**config.mk**
```make
export PLATFORM = sky130hd
export DESIGN_NAME = ss_scan_driver
export DESIGN_NICKNAME = d
export VERILOG_FILES = /design/src/rtl/ss_scan_driver.sv
export SDC_FILE = /design/constraint.sdc
export NUM_CORES = 1
export LEC_CHECK = 0
export CAP_MARGIN = 30
export CORE_MARGIN = 1
export CORE_UTILIZATION = 31
export DETAILED_ROUTE_END_ITERATION = 7
export PLACE_DENSITY = 0.54
export SYNTH_ARGS = -nofsm -noshare
export SYNTH_HDL_FRONTEND = slang
export SYNTH_SLANG_ARGS = --single-unit
```
**constraint.sdc**
```tcl
create_clock -name clk -period 5.6 [get_ports clk]
set_clock_uncertainty 0.1 [all_clocks]
set_input_delay 1.12 -clock clk [delete_from_list [all_inputs] [get_ports clk]]
set_output_delay 1.12 -clock clk [all_outputs]
set_load 0.01 [all_outputs]
```
**src/rtl/ss_scan_driver.sv**
```systemverilog
// Eight-digit multiplexed seven-segment scan driver.
// A prescaler paces the digit index; displayed data is double-buffered so a
// new value only reaches the display at a frame boundary (7 -> 0 wrap).
module ss_scan_driver #(
    parameter int CLK_DIV = 100000
) (
    input  logic        clk,
    input  logic        rst_n,
    input  logic        enable,
    input  logic [31:0] value,
    input  logic        load,
    input  logic        blank_lz,
    output logic [2:0]  counter,
    output logic [6:0]  seg,
    output logic        tick
);

    localparam logic [19:0] PRESC_MAX = 20'(CLK_DIV - 1);

    logic [19:0] prescaler;
    logic [31:0] shadow;
    logic [31:0] active;
    logic        pending;
    logic        blank_q;
    logic [3:0]  nibble;
    logic [2:0]  msd;

    // Hex glyph table, cathodes {g,f,e,d,c,b,a}, active-low.
    function automatic logic [6:0] hex_glyph(input logic [3:0] h);
        logic [6:0] g;
        case (h)
            4'h0: g = 7'b1000000;
            4'h1: g = 7'b1111001;
            4'h2: g = 7'b0100100;
            4'h3: g = 7'b0110000;
            4'h4: g = 7'b0011001;
            4'h5: g = 7'b0010010;
            4'h6: g = 7'b0000010;
            4'h7: g = 7'b1111000;
            4'h8: g = 7'b0000000;
            4'h9: g = 7'b0010000;
            4'hA: g = 7'b0001000;
            4'hB: g = 7'b0000011;
            4'hC: g = 7'b1000110;
            4'hD: g = 7'b0100001;
            4'hE: g = 7'b0000110;
            default: g = 7'b0001110;
        endcase
        return g;
    endfunction

    // Index of the most significant non-zero nibble; 0 when the word is 0,
    // so digit 0 is never treated as a leading zero.
    function automatic logic [2:0] msd_index(input logic [31:0] v);
        logic [2:0] m;
        m = 3'd0;
        for (int k = 0; k < 8; k++) begin
            if (v[k*4 +: 4] != 4'd0) m = 3'(k);
        end
        return m;
    endfunction

    // Prescaler, digit index, tick pulse and the shadow/active data buffers.
    always_ff @(posedge clk) begin
        if (!rst_n) begin
            prescaler <= 20'd0;
            counter   <= 3'd0;
            tick      <= 1'b0;
            shadow    <= 32'd0;
            active    <= 32'd0;
            pending   <= 1'b0;
            blank_q   <= 1'b0;
        end else begin
            tick    <= 1'b0;
            blank_q <= blank_lz;
            if (enable) begin
                if (prescaler == PRESC_MAX) begin
                    prescaler <= 20'd0;
                    tick      <= 1'b1;
                    counter   <= counter + 3'd1;
                    // Frame boundary: the only point where displayed data may change.
                    if (counter == 3'd7 && pending) begin
                        active  <= shadow;
                        pending <= 1'b0;
                    end
                end else begin
                    prescaler <= prescaler + 20'd1;
                end
            end
            // A load in the wrap cycle still lands in shadow and re-arms pending,
            // while active takes the previous shadow contents.
            if (load) begin
                shadow  <= value;
                pending <= 1'b1;
            end
        end
    end

    // Segment decode from registered state only (blank_lz is registered too).
    always_comb begin
        nibble = active[{counter, 2'b00} +: 4];
        msd    = msd_index(active);
        if (blank_q && (counter > msd)) seg = 7'b1111111;
        else                            seg = hex_glyph(nibble);
    end

endmodule

```
Yosys cells after proc, flatten, opt, wreduce, memory -nomap -nowiden
Memories as Yosys holds them, arrays and structs flattened.
Index checks and enable logic that the tools add are counted.
Storage, ports and cells
  memory bits (read-only): 112
  register bits: 90
  word-level logic and storage cells: 44
  input bits: 37
  memories: 1
Cells by class
  add/subtract/negate cells: 2
  multiplexer cells: 14
  $lt $le $gt $ge: 1
  shift-type cells: 1
  reduce and logical (&&, ||, !) cells: 16
  eq/ne operators: 2
Memories
  (name not given): depth 16, bits a word 7, read ports 1, clocked after memory_dff 0, wr ports 0, RTL line 31  | case (h)
Operators by type and width (count)
  32-bit by 6-bit variable part select with 4-bit output: 1
  4-bit nonzero test: 7
  20-bit by 1-bit adder with 20-bit output, second input constant: 1
  20-bit by 17-bit equality test with 1-bit output, second input constant: 1
  20-bit 2-to-1 mux: 1
  3-bit 2-to-1 mux: 6
  7-bit 2-to-1 mux: 1
  1-bit 2-to-1 mux: 6
  3-bit AND reduction: 2
  2-bit nonzero test: 3
  2-bit AND reduction: 2
  3-bit by 1-bit adder with 3-bit output, second input constant: 1
  3-bit equality test, second input constant: 1
  3-bit greater-than comparator: 1
  1-bit logical AND: 2

Depth between registers and ports, before layout
Gate-level depths: netlist of run 1.
  depth after elaboration: 11
  mapped depth: 11
  depth with buffers taken out: 11

Worst setup path after synthesis of run 1
OpenSTA, ideal clock, no wires.
  kind: flip-flop to output port
  start: register counter[1]
  end: output port seg[3]
  arrival time: 2313 ps
  cell stages (with the launch flop): 8
  setup slack: 2067 ps
  cells stage by stage: dfxtp_1 > buf_2 > mux4_2 > mux2_2 > ha_1 > and3_1 > a2111oi_0 > a31oi_1
Between the ends
  longest elaborated chain between the ends: 3
  elaborated cells on any way between the ends: 5
  classes of those cells: order compare (1); shift (1); mux (1); reduce/logical (1); memory (1)
RTL lines
  start, declared: RTL line 13  | output logic [2:0] counter,
  start signal, assigned: RTL line 80  | counter <= counter + 3'd1;
  32-bit by 6-bit variable part select with 4-bit output / 3-bit greater-than comparator (equally long branches): RTL line 101, 103
  memory 16 x 7 bit / 1-bit logical AND (equally long branches)
  7-bit 2-to-1 mux (*): RTL line 103  | if (blank_q && (counter > msd)) seg = 7'b1111111;
  end, declared: RTL line 14  | output logic [6:0] seg,
Every way passes the cells marked *; elsewhere a longest branch is shown, timed or not.

Final worst setup path of run 1
  start: register counter[0]
  end: output port seg[3]
The elaborated chain is that of the path after synthesis.

==> impl_metrics.yaml, run 1 <==
worst_hold_path:
  worst_hold_path_type: "register to register"
global_route:
  gr-total-overflow: 0
  grt_pass1_wl_um: 14920
  grt_use_total: 0.1319
  grt_pass1_vias: 2856
  grt_antenna_before_repair: 0
  grt_max_degree: 60
sta:
  hold_violations: 0
  fin_crit_ns: 4.677
  drv_slew: 0
  worst_slew_pin_slew_ns: 0.9769
  slew_headroom: 0.3466
  finalCritPeriodShare: 0.8352
  setup_violations: 0
  tns_ns: 0
  timing.final.ws_setup_ns: 0.9230
  rsz0062_at_grt: "false"
  max_freq_mhz: 213.8
die:
  die_area_um2: 14440
  row_count: 42
  core_um2: 13450
  die-height_um: 120.2
  pin_count: 48
  initial_core_util: 0.3218
  die_w_um: 120.2
cts:
  clock_sinks: 90
  cts_hold_buf: 0
  cts_setup_buffers: 0
  htreeDepth: 3
  clk_pin_slew_ns: 0.07
  post_cts_resized: 0
  cts_buffer_depth: 2
  cts_buffers: 9
  clk_latency_ns: 0.34
  cts_root_buf: "clkbuf_16"
  cts_tree: "done"
final_layout:
  multi_input_area_um2: 2375
  layout-drive-gt1-share: 0.07991
  area_delta_synth_final_pct: 21.16
  fill_cells: 1358
  register_area_um2: 1802
  nets: 507
  finish.utilization: 0.3899
  antenna_cells: 0
critical_path:
  critPathBufInv: 2
  startpoint_type: "register"
  critPathSlowestCell: "dfxtp_1"
  reg2reg_slack_ns: 2.82
  cp_data_arrival_time_ns: 3.46
  criticalPathCategory: "register to output port"
  cp_max_fo: 13
  cp.required_ns: 4.38
  cpLargestDelayFamily: "multiplexers"
  path_cells: "mux4_1 > mux2_2 > inv_1 > ha_1 > nor3_1 > a21oi_1 > a31oi_1 > clkdlybuf4s50_1"
  cp-end-kind: "output port"
  max_stage_delay_ns: 0.73
route:
  drtAntennaViolNets: 0
  drc: 0
  routed_wl_um: 8944
  vias: 3044
  firstDrtPassIters: 4
  via_per_inst: 4.764
  drtIter0Drc: 168
  wl_per_cell_um: 14.00
synthesis:
  synth-edff-count: 0
  synth_compound_area_frac: 0.04682
  synth-simple-area-share: 0.2139
  yosys.area.top_type_share: 0.4162
  yosys.area.top_type: "dfxtp_1"
  syn_avg_cell_area_um2: 10.33
  ys_seq_area_frac: 0.4162
  synth_top_family_by_area: "simple AND/OR/NAND/NOR gates"
  syn_nets: 468
  yosysUniqueCellTypes: 51
  async_flop_share: 0
  syn_area_um2: 4329
  synth-xor-area-share: 0.04046
  yosys-top-cells-area: "dfxtp_1, mux2i_1, nor2b_1, ha_1, xor2_1"
  synth-seq-cells: 90
  synth_ff_type: "dfxtp_1"
  synth_adder_area_share: 0.03468
  synth.area.mux_share: 0.2127
  yosys_warnings: 0
  synth_cells: 419
pwr:
  p_int_w: 0.001053
  power.total_w: 0.001352
  ir_drop_mv: 0.1196
  switching_power_w: 0.0002996
  p_clk_frac: 0.451
  p_seq_frac: 0.493
  swShare: 0.2216
  leakage_nw: 1.925
  p_comb_frac: 0.056
  power_density_nw_per_um2: 257.8
placement:
  hpwl_um: 6382
  place_worst_setup_slack_ns: 1.294
  port_buffers: 47
  place.gp.congestion: 0.8538
run:
  drv_cap: 0
outcome:
  outcome: "finished clean"
[synthesized netlist by cell type, types with 5 or more instances]
cell and number:
a21oi_1 5, inv_1 7, o21ai_0 5, nor2_1 25
mux2i_1 71, xor2_1 13, nand4_1 11, buf_6 5
nand2_1 12, nand3_1 8, dfxtp_1 90, ha_1 12
xnor2_1 7, clkbuf_1 14, nor2b_1 69, nor4_1 7
[metrics by stage]
stage | hold slack, ns | area (um2) | cells
final | 0.4134 | 5245 | 639
after global routing | 0.4411 | 5245 | 639
after CTS | 0.4180 | 5225 | 638
after detailed placement | 0.4083 | 4923 | 622
after global placement | 0.4045 | 4903 | 621
after floorplan | 0.3745 | 4329 | 419
[sequential cells by signal, summed over array words and instances, names as in the netlist]
register   cells
tick           1
pending        1
prescaler     20
counter        3
shadow        32
blank_q        1
active        32
[worst min-delay path, cell delays in order, from the launching register on]
cell and delay [ns]:
dfxtp_1 0.33, mux2i_1 0.07, nor2b_1 0.09
[cell type report]
type                            count  share of cell area
Inverter                            7            0.005010
Timing Repair Buffer               50             0.09924
Multi-Input combinational cell    300              0.4528
Tap cell                          176             0.04198
Clock buffer                        9             0.04294
Sequential cell                    90              0.3435
Clock inverter                      7             0.01455
[layout by cell type (no fill, tap or decap), types with 8 or more instances in the layout]
master	instances
dfxtp_1	90
xor2_1	13
nand4_1	11
nor2_1	25
clkbuf_16	9
clkdlybuf4s50_1	45
nand2_1	12
mux2i_1	71
ha_1	12
nor2b_1	69
nand3_1	8
[metal layers]
metal  share of wire  vias to the layer above  wire, um  GRT usage
met2            0.42                       49      3743     0.1900
met5               0                        -         0          0
met1            0.52                     1425      4687     0.1864
li1                -                     1561         -          -
met3           0.042                        9       373    0.03019
met4           0.016                        0       141    0.05781
[power by group through the flow]
stage               Combinational [W]  Clock, W  Sequential [W]
floorplan                   0.0000434         0        0.000677
global placement            0.0000733         0        0.000681
detailed placement          0.0000759         0        0.000681
CTS                         0.0000760  0.000629        0.000666
global route                0.0000837  0.000660        0.000668
finish                      0.0000757  0.000610        0.000666
[logic make-up after synthesis]
kind of cell | after synthesis
xor gates and xnor gates | 20
adders and majority gates | 12
buffers and inverters | 29
DFF | 90
muxes | 82
and+or+nand+nor | 158
AOI/OAI and AO/OA | 28
[worst paths after layout]
path                            cells after the start                    start                 endpoint
worst min-delay path                                2  shadow[10]$_SDFFE_PN0P_  active[10]$_SDFFE_PN0P_
worst min register to register                      2  shadow[10]$_SDFFE_PN0P_  active[10]$_SDFFE_PN0P_
worst max-delay path                                8  counter[0]$_SDFFE_PN0P_                   seg[3]
worst max register to register                      7  counter[0]$_SDFFE_PN0P_  active[30]$_SDFFE_PN0P_
Power figures use the tool's default switching activity.
==> inputs of run 2 (changes only) <==
--- a/config.mk
+++ b/config.mk
@@ -9,7 +9,7 @@
 export CORE_MARGIN = 1
 export CORE_UTILIZATION = 31
 export DETAILED_ROUTE_END_ITERATION = 7
-export PLACE_DENSITY = 0.54
+export PLACE_DENSITY = 0.56
 export SYNTH_ARGS = -nofsm -noshare
 export SYNTH_HDL_FRONTEND = slang
 export SYNTH_SLANG_ARGS = --single-unit
==> constraint.sdc (replaced) <==
create_clock -name clk -period 3.8 [get_ports clk]
set_clock_uncertainty 0.1 [all_clocks]
set_input_delay 0.76 -clock clk [delete_from_list [all_inputs] [get_ports clk]]
set_output_delay 0.76 -clock clk [all_outputs]
set_load 0.01 [all_outputs]
==> impl_metrics.yaml, run 2 (synthesis gave the netlist of run 1 again) <==
placement:
  port_buffers: 47
  hpwl_um: 6421
  place.gp.congestion: 0.8391
  post-place-cells: 626
route:
  wl_per_cell_um: 13.97
  via_per_inst: 4.752
  drtAntennaViolNets: 0
  vias: 3065
  drc: 0
  routed_wl_um: 9008
  drtIter0Drc: 174
  firstDrtPassIters: 4
sta:
  whs_ns: 0.4181
  finalCritPeriodShare: 0.9575
  tns_ns: 0
  rsz0062_at_grt: "false"
  hold_violations: 0
  worst_slew_pin_slew_ns: 0.7638
  drv_slew: 0
  slew_headroom: 0.4907
  fin_crit_ns: 3.639
  max_freq_mhz: 274.8
  setup_violations: 0
final_layout:
  layout_common_cells: "dfxtp_1, mux2i_1, nor2b_1"
  area_delta_synth_final_pct: 23.90
  finish.utilization: 0.3987
  layout-drive-gt1-share: 0.1130
  nets: 513
  largestRegisters: "active (32), shadow (32), prescaler (20)"
  antenna_cells: 0
  fill_cells: 1339
  final-instance-count-excl-fill: 645
  layout_commonest_cell: "dfxtp_1"
pwr:
  power.total_w: 0.001985
  ir_drop_mv: 0.1805
  power_density_nw_per_um2: 370.1
  leakage_nw: 2.060
die:
  die_w_um: 120.2
  die-height_um: 120.2
  initial_core_util: 0.3218
  row_count: 42
  die_area_um2: 14440
  pin_count: 48
  core_um2: 13450
critical_path:
  cp_data_arrival_time_ns: 2.78
  reg2reg_slack_ns: 1.82
  cp_max_fo: 6
  path_cells: "mux4_1 > mux2_2 > ha_1 > and3_1 > a2111oi_1 > a31oi_1 > dlygate4sd2_1"
  criticalPathCategory: "register to output port"
  startpoint_type: "register"
  critPathSlowestCell: "mux4_1"
  cp-end-kind: "output port"
  max_stage_delay_ns: 0.54
  cp.required_ns: 2.94
cts:
  clk_pin_slew_ns: 0.07
  cts_root_buf: "clkbuf_16"
  clk_latency_ns: 0.34
  cts_buffer_depth: 2
  cts_tree: "done"
  htreeDepth: 3
  cts_hold_buf: 0
  cts_buffers: 9
  clock_sinks: 90
global_route:
  grt_use_total: 0.1313
  grt_max_degree: 73
  gr-total-overflow: 0
  grt_antenna_before_repair: 0
  grt_pass1_vias: 2958
  grt_pass1_wl_um: 14900
worst_hold_path:
  worst_hold_path_type: "register to register"
outcome:
  outcome: "finished clean"
run:
  drv_cap: 0
-- run 2: cell types whose count changed in the layout (fill, tap and decap cells not counted), moves of 2 or more --
| cell | delta |
|---|---|
| dfxtp_1 | -2 |
| nor4_1 | -5 |
| dlymetal6s2s_1 | +6 |
| buf_4 | +6 |
| clkdlybuf4s50_1 | -6 |
| nor4_2 | +4 |
-- run 2: metrics by stage --
step | setup slack (ns) | cell area, um2
after floorplan | 0.6267 | 4329
after global placement | 0.1860 | 4938
after detailed placement | 0.1580 | 4959
after CTS | 0.03574 | 5310
after global routing | 0.03312 | 5364
final | 0.1615 | 5364
-- run 2: cell type report --
class,instances,area (um2),area share
sequential,90,1807,0.3368
clock buffer,10,229.0,0.04269
multi-input combinational,300,2434,0.4537
tap,176,220.2,0.04105
clock inverter,6,72.57,0.01353
inverter,7,26.28,0.004899
timing repair buffer,56,575.6,0.1073
-- run 2: final timing paths --
| kind | start | end | cells past startpoint |
|---|---|---|---|
| worst max-delay path | counter[0]$_SDFFE_PN0P_ | seg[3] | 7 |
| worst min-delay path | shadow[16]$_SDFFE_PN0P_ | shadow[16]$_SDFFE_PN0P_ | 2 |
| worst max register to register | counter[1]$_SDFFE_PN0P_ | active[8]$_SDFFE_PN0P_ | 8 |
| worst min register to register | shadow[16]$_SDFFE_PN0P_ | shadow[16]$_SDFFE_PN0P_ | 2 |
-- run 2: critical path, delay by kind of cell (launching register included) --
family	cells	cell delay [ns]
compound gates	2	0.43
fa+ha+maj	1	0.26
buf+inv	1	0.30
flops	1	0.39
mux	2	0.88
simple gates	1	0.16
-- run 2: power by group --
group | internal, W | switching [W]
clock | 0.000517 | 0.000378
sequential | 0.000966 | 0.0000144
combinational | 0.0000693 | 0.0000411
-- run 2: metal layers --
metal  wire [um]  track usage
met3         336      0.03255
met1        4548       0.1793
met2        4010       0.1972
met4         112      0.05234
met5           0            0
-- run 2: timing repair --
action	in CTS	in global routing
setup buffers	3	0
pin swaps	1	0
endpoints found under the setup margin	7	6
gates resized for setup	10	15
==> inputs of run 3 (changes only) <==
--- a/config.mk
+++ b/config.mk
@@ -9,7 +9,9 @@
 export CORE_MARGIN = 1
 export CORE_UTILIZATION = 31
 export DETAILED_ROUTE_END_ITERATION = 7
-export PLACE_DENSITY = 0.56
+export DONT_BUFFER_PORTS = 1
+export HOLD_SLACK_MARGIN = 0.05
+export PLACE_DENSITY = 0.51
 export SYNTH_ARGS = -nofsm -noshare
 export SYNTH_HDL_FRONTEND = slang
 export SYNTH_SLANG_ARGS = --single-unit
==> impl_metrics.yaml, run 3 (synthesis gave the netlist of run 1 again) <==
final_layout:
  antenna_cells: 0
  layout-drive-gt1-share: 0.08633
  area_delta_synth_final_pct: 10.29
  register_area_um2: 1802
  finish.utilization: 0.3549
  layout_common_cells: "dfxtp_1, mux2i_1, nor2b_1"
  nets: 461
  largestRegisters: "active (32), shadow (32), prescaler (20)"
  fill_cells: 1384
  layout_commonest_cell: "dfxtp_1"
  multi_input_area_um2: 2375
  final_area_um2: 4775
  final-instance-count-excl-fill: 593
cts:
  post_cts_resized: 0
  cts_root_buf: "clkbuf_16"
  clock_sinks: 90
  cts_hold_buf: 0
  cts_buffers: 9
  htreeDepth: 3
  cts_setup_buffers: 0
  clk_pin_slew_ns: 0.06
  cts_buffer_depth: 2
  clk_latency_ns: 0.33
  cts_tree: "done"
global_route:
  grt_use_total: 0.1380
  grt_max_degree: 73
  grt_antenna_before_repair: 0
  gr-total-overflow: 0
  grt_pass1_wl_um: 15370
  grt_pass1_vias: 2830
sta:
  setup_violations: 0
  max_freq_mhz: 282.4
  finalCritPeriodShare: 0.9319
  rsz0062_at_grt: "false"
  tns_ns: 0
  worst_slew_pin_slew_ns: 0.7741
  whs_ns: 0.4185
  hold_violations: 0
  slew_headroom: 0.4839
  fin_crit_ns: 3.541
  drv_slew: 0
die:
  die_area_um2: 14440
  pin_count: 48
  die_w_um: 120.2
  initial_core_util: 0.3218
  die-height_um: 120.2
  row_count: 42
  core_um2: 13450
route:
  firstDrtPassIters: 4
  drtIter0Drc: 155
  routed_wl_um: 9301
  drtAntennaViolNets: 0
  drc: 0
  via_per_inst: 4.933
  wl_per_cell_um: 15.68
  vias: 2925
critical_path:
  cp_data_arrival_time_ns: 2.68
  criticalPathCategory: "register to output port"
  cp-end-kind: "output port"
  cp_max_fo: 13
  cp.required_ns: 2.94
  worstRegToRegCells: 8
  startpoint_type: "register"
placement:
  post-place-cells: 577
  port_buffers: 0
  place.gp.congestion: 0.7919
  placed_cell_area_um2: 4453
  hpwl_um: 6650
outcome:
  outcome: "finished clean"
run:
  drv_cap: 0
worst_hold_path:
  worst_hold_path_type: "register to register"
  min_path_cells: 2
pwr:
  power_density_nw_per_um2: 412.3
  ir_drop_mv: 0.2122
  leakage_nw: 1.754
run 3: path summary, 6_finish.rpt:
path                           start                 endpoint  slack (ns)
max          counter[0]$_SDFFE_PN0P_                   seg[6]        0.26
min          shadow[23]$_SDFFE_PN0P_  shadow[23]$_SDFFE_PN0P_        0.42
max reg2reg  counter[0]$_SDFFE_PN0P_   active[5]$_SDFFE_PN0P_        1.51
min reg2reg  shadow[23]$_SDFFE_PN0P_  shadow[23]$_SDFFE_PN0P_        0.42
run 3: worst max-delay path, cell delays in order (launching register included):
cell and delay (ns):
dfxtp_1 0.41, buf_4 0.26, mux4_1 0.62, mux2i_4 0.38
o21ai_0 0.28, o221ai_1 0.39
run 3: final cells by class:
| cell class | count | share of cell area |
|---|---|---|
| timing repair buffer | 4 | 0.006289 |
| inverter | 7 | 0.005503 |
| tap | 176 | 0.04612 |
| sequential | 90 | 0.3774 |
| clock inverter | 4 | 0.01153 |
| clock buffer | 12 | 0.05582 |
| multi-input combinational | 300 | 0.4974 |
run 3: metrics by stage:
step                      total power (W)  setup WS (ns)
after floorplan                  0.001061         0.6267
after global placement           0.001054         0.6232
after global routing             0.002051        0.03090
final                            0.001968         0.2587
after CTS                        0.002003         0.2627
after detailed placement         0.001057         0.6528
run 3: power breakdown:
group,internal [W],leakage (nW),total [W],switching (W)
Combinational,0.0000355,0.866,0.0000514,0.0000159
Clock,0.000568,0.156,0.000934,0.000366
Sequential,0.000967,0.732,0.000983,0.0000158
run 3: per-layer routing:
metal | up-vias | global-route usage | share of wire
li1 | 1470 | - | -
met4 | 0 | 0.04922 | 0.014
met5 | - | 0 | 0
met3 | 9 | 0.03962 | 0.058
met1 | 1382 | 0.1913 | 0.50
met2 | 64 | 0.2026 | 0.43
